### config.mk
export PLATFORM = sky130hd
export DESIGN_NAME = riscv_run_controller
export DESIGN_NICKNAME = d
export VERILOG_FILES = /design/src/rtl/riscv_run_controller.sv
export SDC_FILE = /design/constraint.sdc
export NUM_CORES = 1
export LEC_CHECK = 0
export BUFFER_PORTS_ARGS = -buffer_cell sky130_fd_sc_hd__buf_2
export CAP_MARGIN = 40
export CORE_MARGIN = 3
export CORE_UTILIZATION = 50
export DETAILED_ROUTE_END_ITERATION = 10
export PLACE_DENSITY_LB_ADDON = 0.05
export SYNTH_ARGS = -nofsm -noshare
export SYNTH_HDL_FRONTEND = slang
export SYNTH_SLANG_ARGS = --single-unit
### constraint.sdc
create_clock -name clk -period 3 [get_ports clk]
set_input_delay 0.3 -clock clk [delete_from_list [all_inputs] [get_ports clk]]
set_output_delay 0.3 -clock clk [all_outputs]
set_load 0.02 [all_outputs]
### src/rtl/riscv_run_controller.sv
// rtl/riscv_run_controller.sv - run/reset sequencer for the single-cycle RISC-V core (optional tohost exit via RUN_CTRL_TOHOST_EN)
module riscv_run_controller #(
    parameter int XLEN            = 32,
    parameter int CNT_W           = 32,
    parameter int RST_HOLD_CYCLES = 2,
    parameter int MAX_CYCLES      = 52,
    parameter int STALL_LIMIT     = 4
) (
    input  logic             clk,
    input  logic             rst,
    input  logic             start,
    input  logic [XLEN-1:0]  pc,
`ifdef RUN_CTRL_TOHOST_EN
    input  logic             tohost_we,
    input  logic [XLEN-1:0]  tohost_data,
    output logic             pass,
    output logic [XLEN-2:0]  exit_code,
`endif
    output logic             core_rst,
    output logic             running,
    output logic             done,
    output logic             halted,
    output logic             timed_out,
    output logic [XLEN-1:0]  halt_pc,
    output logic [CNT_W-1:0] cycle_count
);

    localparam int HOLD_W  = $clog2(RST_HOLD_CYCLES + 1);
    localparam int STALL_W = $clog2(STALL_LIMIT + 1);

    localparam logic [HOLD_W-1:0]  HOLD_LAST  = HOLD_W'(RST_HOLD_CYCLES - 1);
    localparam logic [STALL_W-1:0] STALL_LAST = STALL_W'(STALL_LIMIT - 1);
    localparam logic               TO_EN      = (MAX_CYCLES != 0);
    localparam logic [CNT_W-1:0]   TO_LAST    = (MAX_CYCLES == 0) ? '0 : CNT_W'(MAX_CYCLES - 1);

    typedef enum logic [1:0] {
        HOLD    = 2'd0,
        RUN     = 2'd1,
        HALTED  = 2'd2,
        TIMEOUT = 2'd3
    } state_t;

    state_t             state;
    logic [HOLD_W-1:0]  hold_cnt;
    logic [STALL_W-1:0] stall_cnt;
    logic [XLEN-1:0]    last_pc;
    logic               last_pc_valid;

    logic match;
    logic stall_hit;
    logic to_hit;
    logic tohost_hit;

    // Halt/timeout qualifiers only feed registers, never outputs directly
    assign match     = last_pc_valid && (pc == last_pc);
    assign stall_hit = match && (stall_cnt == STALL_LAST);
    assign to_hit    = TO_EN && (cycle_count == TO_LAST);
`ifdef RUN_CTRL_TOHOST_EN
    assign tohost_hit = tohost_we && (tohost_data != '0);
`else
    assign tohost_hit = 1'b0;
`endif

    // Status flags decoded straight from the state register
    assign running = (state == RUN);
    assign done    = (state == HALTED) || (state == TIMEOUT);

    // Sequencer: hold core in reset, run and count, then latch the end condition
    always_ff @(posedge clk or posedge rst) begin
        if (rst) begin
            state         <= HOLD;
            core_rst      <= 1'b1;
            halted        <= 1'b0;
            timed_out     <= 1'b0;
            halt_pc       <= '0;
            cycle_count   <= '0;
            hold_cnt      <= '0;
            stall_cnt     <= '0;
            last_pc       <= '0;
            last_pc_valid <= 1'b0;
`ifdef RUN_CTRL_TOHOST_EN
            pass          <= 1'b0;
            exit_code     <= '0;
`endif
        end else if (start) begin
            state         <= HOLD;
            core_rst      <= 1'b1;
            halted        <= 1'b0;
            timed_out     <= 1'b0;
            halt_pc       <= '0;
            cycle_count   <= '0;
            hold_cnt      <= '0;
            stall_cnt     <= '0;
            last_pc       <= '0;
            last_pc_valid <= 1'b0;
`ifdef RUN_CTRL_TOHOST_EN
            pass          <= 1'b0;
            exit_code     <= '0;
`endif
        end else begin
            case (state)
                HOLD: begin
                    core_rst <= 1'b1;
                    if (hold_cnt == HOLD_LAST) begin
                        state    <= RUN;
                        core_rst <= 1'b0;
                        hold_cnt <= '0;
                    end else begin
                        hold_cnt <= hold_cnt + 1'b1;
                    end
                end
                RUN: begin
                    if (cycle_count != '1) begin
                        cycle_count <= cycle_count + 1'b1;
                    end
                    last_pc       <= pc;
                    last_pc_valid <= 1'b1;
                    stall_cnt     <= match ? stall_cnt + 1'b1 : '0;
                    // tohost exit outranks stall halt, which outranks timeout
                    if (tohost_hit) begin
                        state   <= HALTED;
                        halted  <= 1'b1;
                        halt_pc <= pc;
`ifdef RUN_CTRL_TOHOST_EN
                        exit_code <= tohost_data[XLEN-1:1];
                        pass      <= (tohost_data == XLEN'(1));
`endif
                    end else if (stall_hit) begin
                        state   <= HALTED;
                        halted  <= 1'b1;
                        halt_pc <= pc;
                    end else if (to_hit) begin
                        state     <= TIMEOUT;
                        timed_out <= 1'b1;
                    end
                end
                default: begin
                    // HALTED/TIMEOUT: everything frozen until start or rst
                    core_rst <= 1'b0;
                end
            endcase
        end
    end

endmodule
==> impl_results.md, run 1 <==
- Resized cells post-CTS: 0
- Placed wire-length estimate: 8.60 mm
- Die Wd: 108 um
- VDD IR max: 0.330 mV
- Post-synth EDFFs: 0
- Sequential fraction of the synthesis area: 0.515
- Final nets: 671
- Synth Warn #: 0
- TritonCTS clock tree: yes
- Fillers: 872
- Antenna Violating Nets Remaining: 0
- Worst reg2reg path depth: 6
- Global-route wire length before repair: 20.6 mm
- Mapped Nets: 573
- Initial detailed-routing violation count: 175
- CP arrival: 2.70 ns
- R2r setup slk: 0.60 ns
- DR DRC count: 0
- Slowest cell delay on critical path: 0.62 ns
- Pre-antenna DRT Iters: 4
- Reg2reg start: cycle_count[26]$_DFFE_PP0P_
- Port bufs: 103
- Final Hold Fails: 0
- GRT Total Usage: 0.223
- Critical Path RT: 3.30 ns
- Syn Area/Cell: 9.72 um^2
- Initial Util: 0.522
- CP endpoint kind: register
- Critical path class: register to register
- Via Count: 4176
- Clk_lat worst skew: 0.38 ns
- Post-synthesis cell type count: 38
- Fmax: 416 MHz
- Slowest CP cell: nor3_1
- Final period utilization: 0.800
- Synth Register Bits: 107
- Mapped Area: 5200 um^2
- CTS Sinks: 107
- Synth Flop Type: dfrtp_1
- Global placement routability congestion: 0.831
- Ant diodes: 0
- Worst slew margin: 0.427
- Largest net degree at the start of global routing: 85
- Pwr dens: 456 nW/um^2
- Critical path's most frequent cell: nor3_1
- Rows: 36
- Hold-fix buffers, CTS: 1
- Placed cell area: 5870 um^2
- Vias per std cell: 5.42
- Outcome: finished clean
- Multi-input logic area: 2350 um^2
- CP Launch Point: cycle_count[26]$_DFFE_PP0P_
- Sequential cell area: 2680 um^2
- Post-synthesis async set-or-reset flop share: 1.00
- Max Slew Vio Count: 0
- H-tree levels: 3
- Tmin final: 2.40 ns
- Synth area leaders: dfrtp_1 51%, xor2_1 8.3%, mux2i_1 6.4%, nand2_1 6.2%, nor2_1 5.1%
- Hold/Removal Path Class: input port to register
- Post-CTS Setup Repair Bufs: 0
- CTS clk-pin slew, worst paths: 0.10 ns
- Yosys top cell area share: 0.510
- Core area: 9950 um^2
- Yosys top cell by area: dfrtp_1
- Die ar.: 11700 um^2
- Startpoint types: register
- Final wirelength: 12.2 mm
- TritonCTS Buffers: 9
- Leak: 2.93 nW
- FF-to-FF End: cycle_count[3]$_DFFE_PP0P_
- GRT overflow: 0
- CP Cell Sequence: nand4_1 > nor3_1 > nand2_1 > nor3_1 > o21ai_0 > a21oi_1
- Max Cap Viol: 0
- Number of antenna violations at the first check in global routing: 0
- Critical-path maximum fanout: 6
- # setup viols final: 0
- Layout cells sized above 1: 0.219
- # IOs: 104
- Setup TNS Final: 0 ns
- CP endpoint: cycle_count[3]$_DFFE_PP0P_
- Worst slew pin tran: 0.860 ns
- Vias in the first global route: 4165
- RSZ-0062 raised after global routing: false
- CTS Root Cell: clkbuf_8
- Synth Instances: 535
- Worst Clk Skew: 0.00953 ns
- Avg WL per Cell: 15.8 um
- Die Y: 108 um
- Max Root-Sink Buffers: 2
- Cell area after layout: 6050 um^2
- Area Overhead vs Synth: 16.4%
-- worst max-delay path, delay by kind of cell (launching register included) --
family / cells / cell delay, ns
AO/OA/AOI/OAI: 2 / 0.38
flip-flops: 1 / 0.46
AND/OR/NAND/NOR: 4 / 1.48
-- layout by cell type, fill, tap and decap left out, types with 6 or more instances in the layout --
| cell | instances |
|---|---|
| dfrtp_1 | 106 |
| buf_2 | 102 |
| nand2_1 | 86 |
| nor2_1 | 70 |
| xor2_1 | 49 |
| a21oi_1 | 43 |
| mux2i_1 | 33 |
| nand4_1 | 22 |
| nand3_1 | 14 |
| inv_1 | 10 |
| clkbuf_8 | 10 |
| buf_4 | 10 |
| nor4_1 | 9 |
| and3_1 | 8 |
| o21ai_0 | 7 |
| xnor2_1 | 6 |
-- cell usage after synthesis (3+ instances only) --
cell and count:
xnor2_1 6, clkbuf_1 23, nor4_1 9, nor4_2 4
nor2_1 70, and3_1 8, and4_1 3, dfrtp_1 106
a21oi_1 43, xor2_1 49, buf_6 3, ha_1 3
mux2i_1 33, nand4_1 22, nand2_1 86, nor3_1 5
inv_1 11, nand3_1 14, or3_1 5, o21ai_0 7
nand3b_1 3
-- power by group --
group	switching, mW	internal (mW)
clock	0.493	0.323
sequential	0.0471	1.50
combinational	0.262	0.130
-- per-layer routing --
layer	up-vias	routed length, um	global-route usage
met5	-	0	0
met3	11	543	0.0525
met1	2054	5430	0.304
met4	0	137	0.0568
met2	97	6060	0.363
li1	2014	-	-
-- layout make-up --
class | instances | share of cell area
inverters | 11 | 0.00744
repair buffers | 115 | 0.105
clock buffers | 10 | 0.0227
multi-input cells | 389 | 0.388
flip-flops and latches | 107 | 0.442
well taps | 133 | 0.0275
clock inverters | 6 | 0.00682
-- how the worst min path moves through the flow --
stage | cells after the start | slack, ns | start | endpoint
floorplan | 2 | 0.43 | pc[0] | last_pc[0]$_DFFE_PP0N_
global placement | 2 | 0.48 | halted$_DFFE_PP0P_ | halted$_DFFE_PP0P_
detailed placement | 2 | 0.23 | rst | hold_cnt[0]$_DFFE_PP0P_
CTS | 3 | 0.15 | pc[18] | last_pc[18]$_DFFE_PP0N_
global route | 3 | 0.17 | pc[25] | last_pc[25]$_DFFE_PP0N_
finish | 3 | 0.18 | pc[23] | last_pc[23]$_DFFE_PP0N_
-- stage by stage --
stage	power, mW	util	hold slack, ns	cells	setup WS, ns
2_1_floorplan	1.84	-	0.431	535	0.901
3_3_place_gp	1.96	0.587	0.485	753	0.645
3_5_place_dp	1.98	0.589	0.228	754	0.582
4_1_cts	2.80	0.608	0.153	771	0.593
5_1_grt	2.91	0.608	0.166	771	0.362
6_report	2.76	0.608	0.180	771	0.599
-- registers in the layout, summed over array words and instances (netlist names) --
name,flops
core_rst,1
cycle_count,32
halt_pc,32
halted,1
hold_cnt,2
last_pc,32
last_pc_valid,1
stall_cnt,3
state,2
timed_out,1
-- logic make-up (layout without fill, tap and decap cells) --
logic type,count (synthesis),in the layout,share of synthesized area
XOR/XNOR,55,55,0.0926
flip-flops,107,107,0.515
multiplexers,33,33,0.0635
AO/OA/AOI/OAI,63,63,0.0729
adder cells (fa/ha/maj),3,3,0.00722
buffers and inverters,39,142,0.0330
AND/OR/NAND/NOR,235,235,0.216
No activity file was read; power rests on OpenSTA's default activity.
==> run 2: changes to the inputs <==
- CORE_UTILIZATION: 50 -> 55
- clock period: 3 -> 2.5 ns (I/O delays scaled with it)
==> run 2 against run 1 <==
- flip-flop and latch count stayed put
- maximum frequency is 9.2% higher
- combinational power is 21% higher
- clock power is 31% higher
- setup slack worse by 0.30 ns
- total power is 23% higher
- largest cell class unchanged
==> impl_results.md, run 2 (synthesized netlist as in run 1, its figures left out) <==
- Most frequent cells in the layout: 106 x dfrtp_1, 102 x buf_2, 86 x nand2_1, 70 x nor2_1, 49 x xor2_1 (unchanged)
- H-tree levels: 3 (unchanged)
- Hold endpoint: last_pc[25]$_DFFE_PP0N_ (was last_pc[23]$_DFFE_PP0N_)
- Die Wd: 103 um (was 108 um)
- Pwr dens: 561 nW/um^2 (was 456 nW/um^2)
- Number of antenna violations at the first check in global routing: 0 (unchanged)
- Max Root-Sink Buffers: 2 (unchanged)
- Final wirelength: 11.8 mm (was 12.2 mm)
- Tmin final: 2.20 ns (was 2.40 ns)
- Global-route wire length before repair: 19.8 mm (was 20.6 mm)
- CP endpoint kind: register (unchanged)
- Critical Path RT: 2.72 ns (was 3.30 ns)
- Initial Util: 0.582 (was 0.522)
- Core area: 8930 um^2 (was 9950 um^2)
- Via Count: 4154 (was 4176)
- Largest net degree at the start of global routing: 91 (was 85)
- Rows: 34 (was 36)
- Worst slew pin tran: 0.900 ns (was 0.860 ns)
- GRT overflow: 0 (unchanged)
- Vias per std cell: 5.57 (was 5.42)
- Outcome: finished clean (unchanged)
- FF-to-FF End: halt_pc[1]$_DFFE_PP0P_ (was cycle_count[3]$_DFFE_PP0P_)
- TritonCTS clock tree: yes (unchanged)
- Worst Clk Skew: 0.00756 ns (was 0.00953 ns)
- Area Overhead vs Synth: 16.7% (was 16.4%)
- # IOs: 104 (unchanged)
- Setup TNS Final: 0 ns (unchanged)
- Vias in the first global route: 4112 (was 4165)
- Critical-path maximum fanout: 33 (was 6)
- CTS Sinks: 107 (unchanged)
- Placed wire-length estimate: 8.36 mm (was 8.60 mm)
- Startpoint types: register (unchanged)
- Fillers: 734 (was 872)
- CP arrival: 2.42 ns (was 2.70 ns)
- Placed cell area: 5850 um^2 (was 5870 um^2)
- R2r setup slk: 0.30 ns (was 0.60 ns)
- Final period utilization: 0.880 (was 0.800)
- Worst slew margin: 0.400 (was 0.427)
- Fmax: 455 MHz (was 416 MHz)
- Resized cells post-CTS: 0 (unchanged)
- Antenna Violating Nets Remaining: 0 (unchanged)
- Die Y: 103 um (was 108 um)
- Ant diodes: 0 (unchanged)
- Hold path cells: 3 (unchanged)
- Final Hold Fails: 0 (unchanged)
- Hold/Removal Path Class: input port to register (unchanged)
- Hold Path Origin: pc[25] (was pc[23])
- Leak: 2.95 nW (was 2.93 nW)
- DR DRC count: 0 (unchanged)
- Pre-antenna DRT Iters: 5 (was 4)
- Reg2reg start: last_pc[30]$_DFFE_PP0N_ (was cycle_count[26]$_DFFE_PP0P_)
- Layout cells sized above 1: 0.219 (unchanged)
- TritonCTS Buffers: 9 (unchanged)
- Post-route worst setup slack: 0.300 ns (was 0.599 ns)
- Global placement routability congestion: 0.865 (was 0.831)
- Final nets: 672 (was 671)
- Max Cap Viol: 0 (unchanged)
- CTS Root Cell: clkbuf_8 (unchanged)
- Worst reg2reg path depth: 7 (was 6)
- Cell area after layout: 6070 um^2 (was 6050 um^2)
- Initial detailed-routing violation count: 208 (was 175)
- Top Registers: cycle_count (32), halt_pc (32), last_pc (32) (unchanged)
- # setup viols final: 0 (unchanged)
- CTS clk-pin slew, worst paths: 0.09 ns (was 0.10 ns)
- Clk_lat worst skew: 0.36 ns (was 0.38 ns)
- Avg WL per Cell: 15.9 um (was 15.8 um)
- Port bufs: 103 (unchanged)
- Max Slew Vio Count: 0 (unchanged)
- Die ar.: 10700 um^2 (was 11700 um^2)
- Critical path class: register to register (unchanged)
- RSZ-0062 raised after global routing: false (unchanged)
- Most common cell after layout, fill and taps aside: dfrtp_1 (unchanged)
- VDD IR max: 0.444 mV (was 0.330 mV)
- Pre-CTS worst setup slack: 0.282 ns (was 0.582 ns)
- GRT Total Usage: 0.235 (was 0.223)
[run 2: worst max path at each step]
stage,startpoint,cells past startpoint,slack [ns],to
finish,last_pc[30]$_DFFE_PP0N_,7,0.30,halt_pc[1]$_DFFE_PP0P_
global route,last_pc[30]$_DFFE_PP0N_,7,0.11,halt_pc[14]$_DFFE_PP0P_
CTS,last_pc[30]$_DFFE_PP0N_,7,0.26,halt_pc[1]$_DFFE_PP0P_
detailed placement,last_pc[30]$_DFFE_PP0N_,7,0.28,halt_pc[1]$_DFFE_PP0P_
global placement,last_pc[30]$_DFFE_PP0N_,7,0.34,halt_pc[29]$_DFFE_PP0P_
floorplan,cycle_count[17]$_DFFE_PP0P_,8,0.40,cycle_count[8]$_DFFE_PP0P_
[run 2: what timing repair did]
item                                   4_1_cts  5_1_grt
buffers inserted                             0        0
endpoints found under the hold margin       17        0
hold buffers                                 1        0
[run 2: through the flow]
step | hold slack (ns) | std cells | utilization | power, mW
after floorplan | 0.381 | 535 | - | 2.20
after global placement | 0.286 | 730 | 0.655 | 2.36
after detailed placement | 0.293 | 730 | 0.655 | 2.37
after CTS | 0.127 | 746 | 0.679 | 3.44
after global routing | 0.131 | 746 | 0.679 | 3.57
final | 0.143 | 746 | 0.679 | 3.40
[run 2: critical path, cell delays in order, from the launching register on]
cell	delay (ns)
dfrtp_1	0.40
xor2_1	0.17
nor4_2	0.38
nand4_1	0.22
nor4_4	0.30
buf_12	0.27
mux2i_1	0.24
nor2_1	0.06
[run 2: final cells by class]
cell class / instances / area [um^2] / area share
flip-flops and latches: 107 / 2680 / 0.442
inverters: 11 / 45.0 / 0.00743
multi-input cells: 389 / 2350 / 0.387
clock buffers: 11 / 151 / 0.0250
repair buffers: 116 / 656 / 0.108
clock inverters: 4 / 50.0 / 0.00825
well taps: 108 / 135 / 0.0223
[run 2: layer usage]
metal / wire [um] / GRT usage / vias to the layer above
li1: - / - / 2017
met1: 5180 / 0.305 / 2030
met2: 5990 / 0.399 / 99
met3: 565 / 0.0570 / 8
met4: 95 / 0.0608 / 0
met5: 0 / 0 / -
[run 2: power breakdown]
part	leakage, nW	switching [mW]	total [mW]	internal [mW]
sequential	1.48	0.0551	1.86	1.80
clock	0.0974	0.556	1.07	0.511
combinational	1.37	0.317	0.475	0.157
